<file path="src/rtl/vga_pkg.sv">
// Shared framebuffer geometry, pixel format and small helpers for the VRAM path.
// Pure definitions: no state, no timing.
package vga_pkg;

    localparam int ADDR_W = 15;
    localparam int DATA_W = 8;
    localparam int FB_W   = 160;
    localparam int FB_H   = 120;

    localparam int R_MSB = 7;
    localparam int R_LSB = 5;
    localparam int G_MSB = 4;
    localparam int G_LSB = 2;
    localparam int B_MSB = 1;
    localparam int B_LSB = 0;

    typedef struct packed {
        logic [R_MSB-R_LSB:0] r;
        logic [G_MSB-G_LSB:0] g;
        logic [B_MSB-B_LSB:0] b;
    } rgb332_t;

    function automatic logic [15:0] sat_inc16(input logic [15:0] v);
        return (v == 16'hFFFF) ? v : v + 16'd1;
    endfunction

endpackage

</file>
<file path="src/rtl/vram_arbiter_wr_fifo.sv">
// Synchronous write-buffer FIFO; head visible one cycle after push, no bypass.
// Push is ignored when full and pop is ignored when empty.
module wr_fifo #(
    parameter int DEPTH = 4,
    parameter int WIDTH = 23
) (
    input  logic                     CLK,
    input  logic                     RST,
    input  logic                     i_push,
    input  logic [WIDTH-1:0]         i_din,
    input  logic                     i_pop,
    output logic [WIDTH-1:0]         o_dout,
    output logic [$clog2(DEPTH):0]   o_level,
    output logic                     o_empty,
    output logic                     o_full
);

    localparam int PTR_W = $clog2(DEPTH);
    localparam logic [PTR_W:0] FULL_LVL = DEPTH[PTR_W:0];

    logic [WIDTH-1:0] r_mem [DEPTH];
    logic [PTR_W-1:0] r_wptr;
    logic [PTR_W-1:0] r_rptr;
    logic [PTR_W:0]   r_level;
    logic             w_push;
    logic             w_pop;

    assign o_full  = (r_level == FULL_LVL);
    assign o_empty = (r_level == '0);
    assign w_push  = i_push && !o_full;
    assign w_pop   = i_pop && !o_empty;
    assign o_dout  = r_mem[r_rptr];
    assign o_level = r_level;

    always_ff @(posedge CLK) begin
        if (w_push) begin
            r_mem[r_wptr] <= i_din;
        end
    end

    // Pointers are exactly PTR_W bits wide, so they wrap modulo DEPTH for free.
    always_ff @(posedge CLK or posedge RST) begin
        if (RST) begin
            r_wptr  <= '0;
            r_rptr  <= '0;
            r_level <= '0;
        end else begin
            if (w_push) r_wptr <= r_wptr + 1'b1;
            if (w_pop)  r_rptr <= r_rptr + 1'b1;
            case ({w_push, w_pop})
                2'b10:   r_level <= r_level + 1'b1;
                2'b01:   r_level <= r_level - 1'b1;
                default: r_level <= r_level;
            endcase
        end
    end

endmodule

</file>
<file path="src/rtl/vram_arbiter.sv">
// Single-port VRAM arbiter: scan-out reads win every cycle, buffered writes drain in gaps.
// Read data returns 2 cycles after rd_req; writers see wr_ready=0 while the buffer is full.
module vram_arbiter #(
    parameter int ADDR_W     = vga_pkg::ADDR_W,
    parameter int DATA_W     = vga_pkg::DATA_W,
    parameter int FIFO_DEPTH = 4
) (
    input  logic                          CLK,
    input  logic                          RST,
    input  logic                          rd_req,
    input  logic [ADDR_W-1:0]             rd_addr,
    output logic [DATA_W-1:0]             rd_data,
    output logic                          rd_valid,
    input  logic                          wr_valid,
    output logic                          wr_ready,
    input  logic [ADDR_W-1:0]             wr_addr,
    input  logic [DATA_W-1:0]             wr_data,
    output logic [ADDR_W-1:0]             mem_addr,
    output logic [DATA_W-1:0]             mem_wdata,
    output logic                          mem_we,
    input  logic [DATA_W-1:0]             mem_rdata,
    output logic [$clog2(FIFO_DEPTH):0]   fifo_level,
    output logic [15:0]                   stall_cnt
);

    localparam int ENT_W = ADDR_W + DATA_W;

    logic [ENT_W-1:0]  w_head;
    logic              w_empty;
    logic              w_full;
    logic              w_push;
    logic              w_pop;
    logic [ADDR_W-1:0] r_addr_hold;
    logic              r_rd_pend;
    logic              r_rd_valid;
    logic [DATA_W-1:0] r_rd_data;
    logic [15:0]       r_stall;

    // Readiness ignores a same-cycle pop, so a full buffer never accepts.
    assign wr_ready = !w_full && !RST;
    assign w_push   = wr_valid && wr_ready;
    assign w_pop    = !rd_req && !w_empty;

    wr_fifo #(
        .DEPTH (FIFO_DEPTH),
        .WIDTH (ENT_W)
    ) u_wr_fifo (
        .CLK     (CLK),
        .RST     (RST),
        .i_push  (w_push),
        .i_din   ({wr_addr, wr_data}),
        .i_pop   (w_pop),
        .o_dout  (w_head),
        .o_level (fifo_level),
        .o_empty (w_empty),
        .o_full  (w_full)
    );

    always_comb begin
        mem_we    = 1'b0;
        mem_addr  = r_addr_hold;
        mem_wdata = '0;
        if (RST) begin
            mem_addr = '0;
        end else if (rd_req) begin
            mem_addr = rd_addr;
        end else if (w_pop) begin
            mem_we    = 1'b1;
            mem_addr  = w_head[ENT_W-1:DATA_W];
            mem_wdata = w_head[DATA_W-1:0];
        end
    end

    always_ff @(posedge CLK or posedge RST) begin
        if (RST) begin
            r_addr_hold <= '0;
            r_rd_pend   <= 1'b0;
            r_rd_valid  <= 1'b0;
            r_rd_data   <= '0;
            r_stall     <= '0;
        end else begin
            r_addr_hold <= mem_addr;
            r_rd_pend   <= rd_req;
            r_rd_valid  <= r_rd_pend;
            if (r_rd_pend) r_rd_data <= mem_rdata;
            if (wr_valid && !wr_ready) r_stall <= vga_pkg::sat_inc16(r_stall);
        end
    end

    assign rd_valid  = r_rd_valid;
    assign rd_data   = r_rd_data;
    assign stall_cnt = r_stall;

endmodule

</file>
<file path="config.mk">
export PLATFORM = sky130hd
export DESIGN_NAME = vram_arbiter
export DESIGN_NICKNAME = d
export VERILOG_FILES = /design/src/rtl/vga_pkg.sv /design/src/rtl/vram_arbiter_wr_fifo.sv /design/src/rtl/vram_arbiter.sv
export SDC_FILE = /design/constraint.sdc
export NUM_CORES = 1
export LEC_CHECK = 0
export CORE_MARGIN = 4
export CORE_UTILIZATION = 33
export DETAILED_ROUTE_END_ITERATION = 7
export PLACE_DENSITY = 0.53
export SLEW_MARGIN = 20
export SYNTH_ARGS = -nofsm -noshare
export SYNTH_HDL_FRONTEND = slang
export SYNTH_SLANG_ARGS = --single-unit
</file>
<file path="constraint.sdc">
create_clock -name CLK -period 3.8 [get_ports CLK]
set_input_delay 0.76 -clock CLK [delete_from_list [all_inputs] [get_ports CLK]]
set_output_delay 0.76 -clock CLK [all_outputs]
set_load 0.01 [all_outputs]
</file>
==> impl_metrics.yaml, run 1 <==
cells_and_area:
  regArea_um2: 3970
  drive_gt1_frac: 0.186
  syn_to_final_growth_pct: 34.4
  multi_input_area_um2: 1540
  nFillCells: 1523
  antenna_cells: 0
  nNetsFinal: 527
  final_cell_count_no_fill: 703
  fin_util: 0.456
synth:
  postSynthCellCount: 350
  synth_edf_count: 92
  yosysMostFrequentCell: "edfxtp_1"
  ys_ff_latch: 140
  synth.area.top_cells: "edfxtp_1, dfrtp_1, mux4_2, a221oi_1, xor2_1"
  synthTopCellsByCount: "edfxtp_1, dfrtp_1, nand2_1"
  syn_nets: 407
  syn_area_per_cell_um2: 16.2
  synth_top_area_cell: "edfxtp_1"
  syn_area_um2: 5670
  synth-seq-area-share: 0.699
  synth_flop_cell: "edfxtp_1"
  async_reset_ff_frac: 0.343
  synth_top_area_frac: 0.487
  synth_cell_types: 34
  yosysWarningCount: 0
routing:
  wirelength_um: 12500
  ant_nets: 0
  wl_per_cell_um: 17.8
  initialDrtViolationCount: 160
  vias: 3395
  drc: 0
  dr.pass1.iters: 4
  viasPerCell: 4.83
clocking:
  worstSkewPairLatency_ns: 0.42
  htree_levels: 4
  clkSlewWorstSetupHoldPaths_ns: 0.06
  holdBufCountCts: 0
  clock_path_buffers: 2
  cts_setup_buffers: 0
  cts_tree: "built"
  root_buffer: "clkbuf_16"
  cts-resized-gates: 0
  clkSinkCount: 140
  cts_buffers: 17
timing:
  finalSetupViolCount: 0
  fmax_ghz: 0.283
  fin_crit_sh: 0.931
  setup_tns_ns: 0
  skew_ns: 0.0107
  fin_ws_ns: 0.263
  rsz0062_at_grt: "no"
  worst_pin_slew_ns: 0.830
  drv_slew: 0
  timing.final.crit_period_ns: 3.54
  hold_viol_final: 0
  slew_headroom: 0.447
place:
  placed_cells: 671
  place_ws_ns: 0.496
  dpl.hpwl_um: 8390
  gp_congestion: 0.799
  port_buffers: 102
setup_path:
  cp_top_family: "flip-flops"
  critPathSlowestCell: "dfrtp_2"
  reg2reg_from: "u_wr_fifo.o_level[0]"
  timing.rr.end: "u_wr_fifo.o_level[2]"
  path_depth: 4
  worst-setup-path-type: "flop to output pin"
  startpoint_type: "flop"
  crit_required_ns: 3.04
  cp_cell_sequence: "buf_4, mux4_2, and3_1, clkdlybuf4s50_1"
  slowest_delay_ns: 0.91
  cp-end-kind: "output pin"
  crit_arrival_ns: 2.78
  path_buf_inv: 2
  crit_fanout: 22
  reg2reg_setup_slack_ns: 1.39
  reg2reg_depth: 10
hold_path:
  min_path_type: "flop to flop"
  hold_end: "stall_cnt[15]"
  min-delay-start: "stall_cnt[15]"
  whs_path_depth: 1
global_route:
  grt_pass1_wl_um: 20400
  antenna_found_initial: 1
  grt_max_degree: 48
  grt_pass1_vias: 3710
  overflow: 0
  grt_util_all_layers: 0.137
floorplan:
  die_h_um: 139
  die_w_um: 139
  start_util: 0.340
  ios: 103
  die_area_um2: 19300
  coreArea_um2: 16700
  fp-row-count: 47
power_and_ir_drop:
  vdd_drop_max_mv: 0.329
  total_leakage_power_nw: 2.89
  powerDensity_nw_per_um2: 649
run:
  timing.max_cap.violations: 0
status:
  status: "finished clean"
-- worst reg2reg max path, cell delays in order, from the launching register on --
cell and delay [ns]:
dfrtp_1 0.47, nor3b_1 0.48, nor3_1 0.13, buf_4 0.19
inv_1 0.05, ha_1 0.17, inv_1 0.06, fa_1 0.37
xor2_1 0.15, nor2_1 0.12, xor2_1 0.15
-- kinds of logic (layout without fill, tap and decap cells) --
| family | count (synthesis) | in the layout | synth area share |
|---|---|---|---|
| buffers and inverters | 42 | 175 | 0.0296 |
| and+or+nand+nor | 71 | 71 | 0.0673 |
| DFF | 140 | 140 | 0.699 |
| muxes | 35 | 35 | 0.115 |
| adders and majority gates | 7 | 7 | 0.0168 |
| AOI/OAI and AO/OA | 37 | 37 | 0.0446 |
| xor gates and xnor gates | 18 | 18 | 0.0278 |
-- state kept, by name (all words and copies together) (netlist names) --
name               count
stall_cnt             16
r_addr_hold           15
rd_valid               1
u_wr_fifo.o_level      3
u_wr_fifo.r_mem       92
u_wr_fifo.r_rptr       2
u_wr_fifo.r_wptr       2
rd_data                8
r_rd_pend              1
-- report_power, final --
part           internal [mW]  switching (mW)  leakage (nW)
Combinational          0.682           0.572          1.19
Clock                  0.975           0.653         0.274
Sequential              1.86           0.204          1.43
Total                   3.52            1.43          2.89
-- final cells by class --
class / count / area share
well taps: 220 / 0.0361
inverters: 25 / 0.0123
clock buffers: 17 / 0.0558
multi-input cells: 168 / 0.203
repair buffers: 118 / 0.151
flip-flops and latches: 140 / 0.520
clock inverters: 15 / 0.0218
-- per-layer routing --
layer | GRT usage | share of wire | vias to the layer above | wire (µm)
met5 | 0 | 0.0010 | - | 13
met4 | 0.0525 | 0.014 | 2 | 177
met3 | 0.0403 | 0.057 | 15 | 711
met2 | 0.226 | 0.49 | 94 | 6180
met1 | 0.169 | 0.44 | 1706 | 5460
li1 | - | - | 1578 | -
-- how the worst max path moves through the flow --
stage | from | endpoint | slack [ns]
CTS | u_wr_fifo.r_rptr[0] | mem_wdata[5] | 0.18
detailed placement | rd_req | mem_addr[1] | 0.50
floorplan | RST | mem_wdata[0] | 0.26
global route | u_wr_fifo.r_rptr[0] | mem_addr[12] | 0.05
global placement | rd_req | mem_addr[1] | 0.50
finish | u_wr_fifo.r_rptr[0] | mem_wdata[5] | 0.26
-- metrics by stage --
| stage | cell area (µm²) | power, mW | hold slack [ns] |
|---|---|---|---|
| floorplan | 5670 | 2.80 | 0.352 |
| global placement | 7030 | 3.37 | 0.488 |
| detailed placement | 7030 | 3.39 | 0.493 |
| CTS | 7620 | 5.05 | 0.501 |
| global route | 7620 | 5.24 | 0.522 |
| finish | 7620 | 4.94 | 0.493 |
-- cells in the final DEF (no fill, tap or decap), types with 9 or more instances in the layout --
master           count
edfxtp_1            92
a21oi_1             16
clkdlybuf4s50_1    102
inv_1               24
dfrtp_1             47
a221oi_1            15
mux4_2              23
clkbuf_16           17
xor2_1              15
buf_4               15
mux2_2              11
nand2_1             27
nor2_1               9
Power figures use the tool's default switching activity.
==> run 2: changes to the inputs <==
GPL_TIMING_DRIVEN = 0   (was not set)
==> run 2 against run 1 <==
Routed wire length is 0.85% higher. Via count is 0.82% higher. Flip-flop and latch count stayed put. Combinational power is 6% higher. Largest power group unchanged.
==> impl_metrics.yaml, run 2 (synthesis results as in run 1) <==
timing:
  finalSetupViolCount: 0
  worst_pin_slew_ns: 0.763
  drv_slew: 0
  setup_tns_ns: 0
  slew_headroom: 0.487
  fmax_ghz: 0.272
  hold_viol_final: 0
  fin_crit_sh: 0.966
  timing.final.crit_period_ns: 3.67
  skew_ns: 0.00638
  timing.hold.ws_ns: 0.383
  rsz0062_at_grt: "yes"
clocking:
  cts_buffers: 17
  holdBufCountCts: 0
  worstSkewPairLatency_ns: 0.41
  cts_tree: "built"
  cts_setup_buffers: 0
  cts-resized-gates: 2
  clock_path_buffers: 2
  htree_levels: 4
  clkSinkCount: 140
  clkSlewWorstSetupHoldPaths_ns: 0.06
  root_buffer: "clkbuf_16"
setup_path:
  crit_fanout: 10
  slowest_delay_ns: 0.56
  cp-end-kind: "output pin"
  reg2reg_setup_slack_ns: 1.29
  startpoint_type: "primary input"
  reg2reg_from: "u_wr_fifo.o_level[0]"
  crit_required_ns: 3.04
  crit_arrival_ns: 2.91
  cp_cell_sequence: "clkdlybuf4s50_1, clkbuf_1, clkbuf_1, a221oi_1, clkdlybuf4s50_1"
  worstSetupEndpoint: "mem_addr[11]"
  worst-setup-path-type: "primary input to output pin"
  worstSetupStartpoint: "RST"
  reg2reg_depth: 9
  timing.rr.end: "u_wr_fifo.o_level[2]"
  critPathSlowestCell: "clkbuf_1"
global_route:
  grt_pass1_vias: 3616
  grt_max_degree: 34
  grt_util_all_layers: 0.136
  overflow: 0
  grt_pass1_wl_um: 20200
  antenna_found_initial: 0
place:
  port_buffers: 102
  gp_congestion: 0.747
  dpl.hpwl_um: 8410
floorplan:
  ios: 103
  die_area_um2: 19300
  die_h_um: 139
  start_util: 0.340
  fp-row-count: 47
  coreArea_um2: 16700
  die_w_um: 139
cells_and_area:
  regArea_um2: 3960
  largest_reg_flops: 92
  syn_to_final_growth_pct: 34.8
  layout_commonest_cell: "clkdlybuf4s50_1"
  top_register: "u_wr_fifo.r_mem"
  nNetsFinal: 529
  antenna_cells: 0
  multi_input_area_um2: 1560
  drive_gt1_frac: 0.179
  final_cell_mix: "clkdlybuf4s50_1, edfxtp_1, dfrtp_1"
  nFillCells: 1525
hold_path:
  min_path_type: "flop to flop"
run:
  timing.max_cap.violations: 0
routing:
  viasPerCell: 4.86
  drc: 0
  ant_nets: 0
  dr.pass1.iters: 4
  initialDrtViolationCount: 182
  vias: 3423
  wirelength_um: 12600
  wl_per_cell_um: 17.9
power_and_ir_drop:
  powerDensity_nw_per_um2: 661
  total_leakage_power_nw: 2.92
  vdd_drop_max_mv: 0.399
status:
  status: "finished clean"
-- run 2: changes by cell type in the layout (fill, tap and decap cells not counted), moves of 4 or more --
cell        previous run  this run
and2_2                 0         4
clkbuf_2               0         4
buf_4                 15         1
and2_1                 4         0
clkinvlp_4             5         0
buf_2                  0         5
clkbuf_1               0         8
-- run 2: worst max-delay path: cells and delay by family --
family / cells / cell delay [ns]
AOI/OAI and AO/OA: 1 / 0.17
buffers and inverters: 4 / 1.98
-- run 2: report_power, final --
| part | internal (mW) | switching [mW] | leakage [nW] | total (mW) |
|---|---|---|---|---|
| clock | 1.13 | 0.608 | 0.311 | 1.74 |
| sequential | 1.86 | 0.132 | 1.43 | 1.99 |
| combinational | 0.677 | 0.647 | 1.18 | 1.32 |
| total | 3.67 | 1.39 | 2.92 | 5.06 |
-- run 2: final cells by class --
| type | instances | share of cell area |
|---|---|---|
| clock inverter | 11 | 0.0218 |
| tap | 220 | 0.0360 |
| timing repair buffer | 103 | 0.136 |
| clock buffer | 21 | 0.0602 |
| sequential | 140 | 0.518 |
| buffer | 17 | 0.0108 |
| inverter | 25 | 0.0123 |
| multi-input combinational | 168 | 0.204 |
-- run 2: how the worst min path moves through the flow --
stage	end	slack [ns]	start	depth (start not counted)
finish	rd_valid	0.38	r_rd_pend	0
global route	rd_valid	0.40	r_rd_pend	0
CTS	rd_valid	0.39	r_rd_pend	0
detailed placement	rd_valid	0.37	r_rd_pend	0
global placement	rd_valid	0.36	r_rd_pend	0
floorplan	rd_valid	0.35	r_rd_pend	0
-- run 2: stage by stage --
step	power (mW)	setup WS [ns]	utilization	instance area [µm²]	instances
floorplan	2.80	0.264	-	5670	350
global placement	3.34	-1.74	0.417	6970	672
detailed placement	3.36	0.0407	0.419	7000	673
CTS	5.12	0.0229	0.457	7630	705
global route	5.34	-0.0124	0.458	7640	705
finish	5.06	0.128	0.458	7640	705
-- run 2: metal layers --
metal | global-route usage | part of all wire | wire length (µm) | up-vias
li1 | - | - | - | 1573
met1 | 0.176 | 0.45 | 5680 | 1731
met2 | 0.215 | 0.48 | 6100 | 104
met3 | 0.0486 | 0.053 | 676 | 15
met4 | 0.0453 | 0.014 | 182 | 0
met5 | 0 | 0 | 0 | -
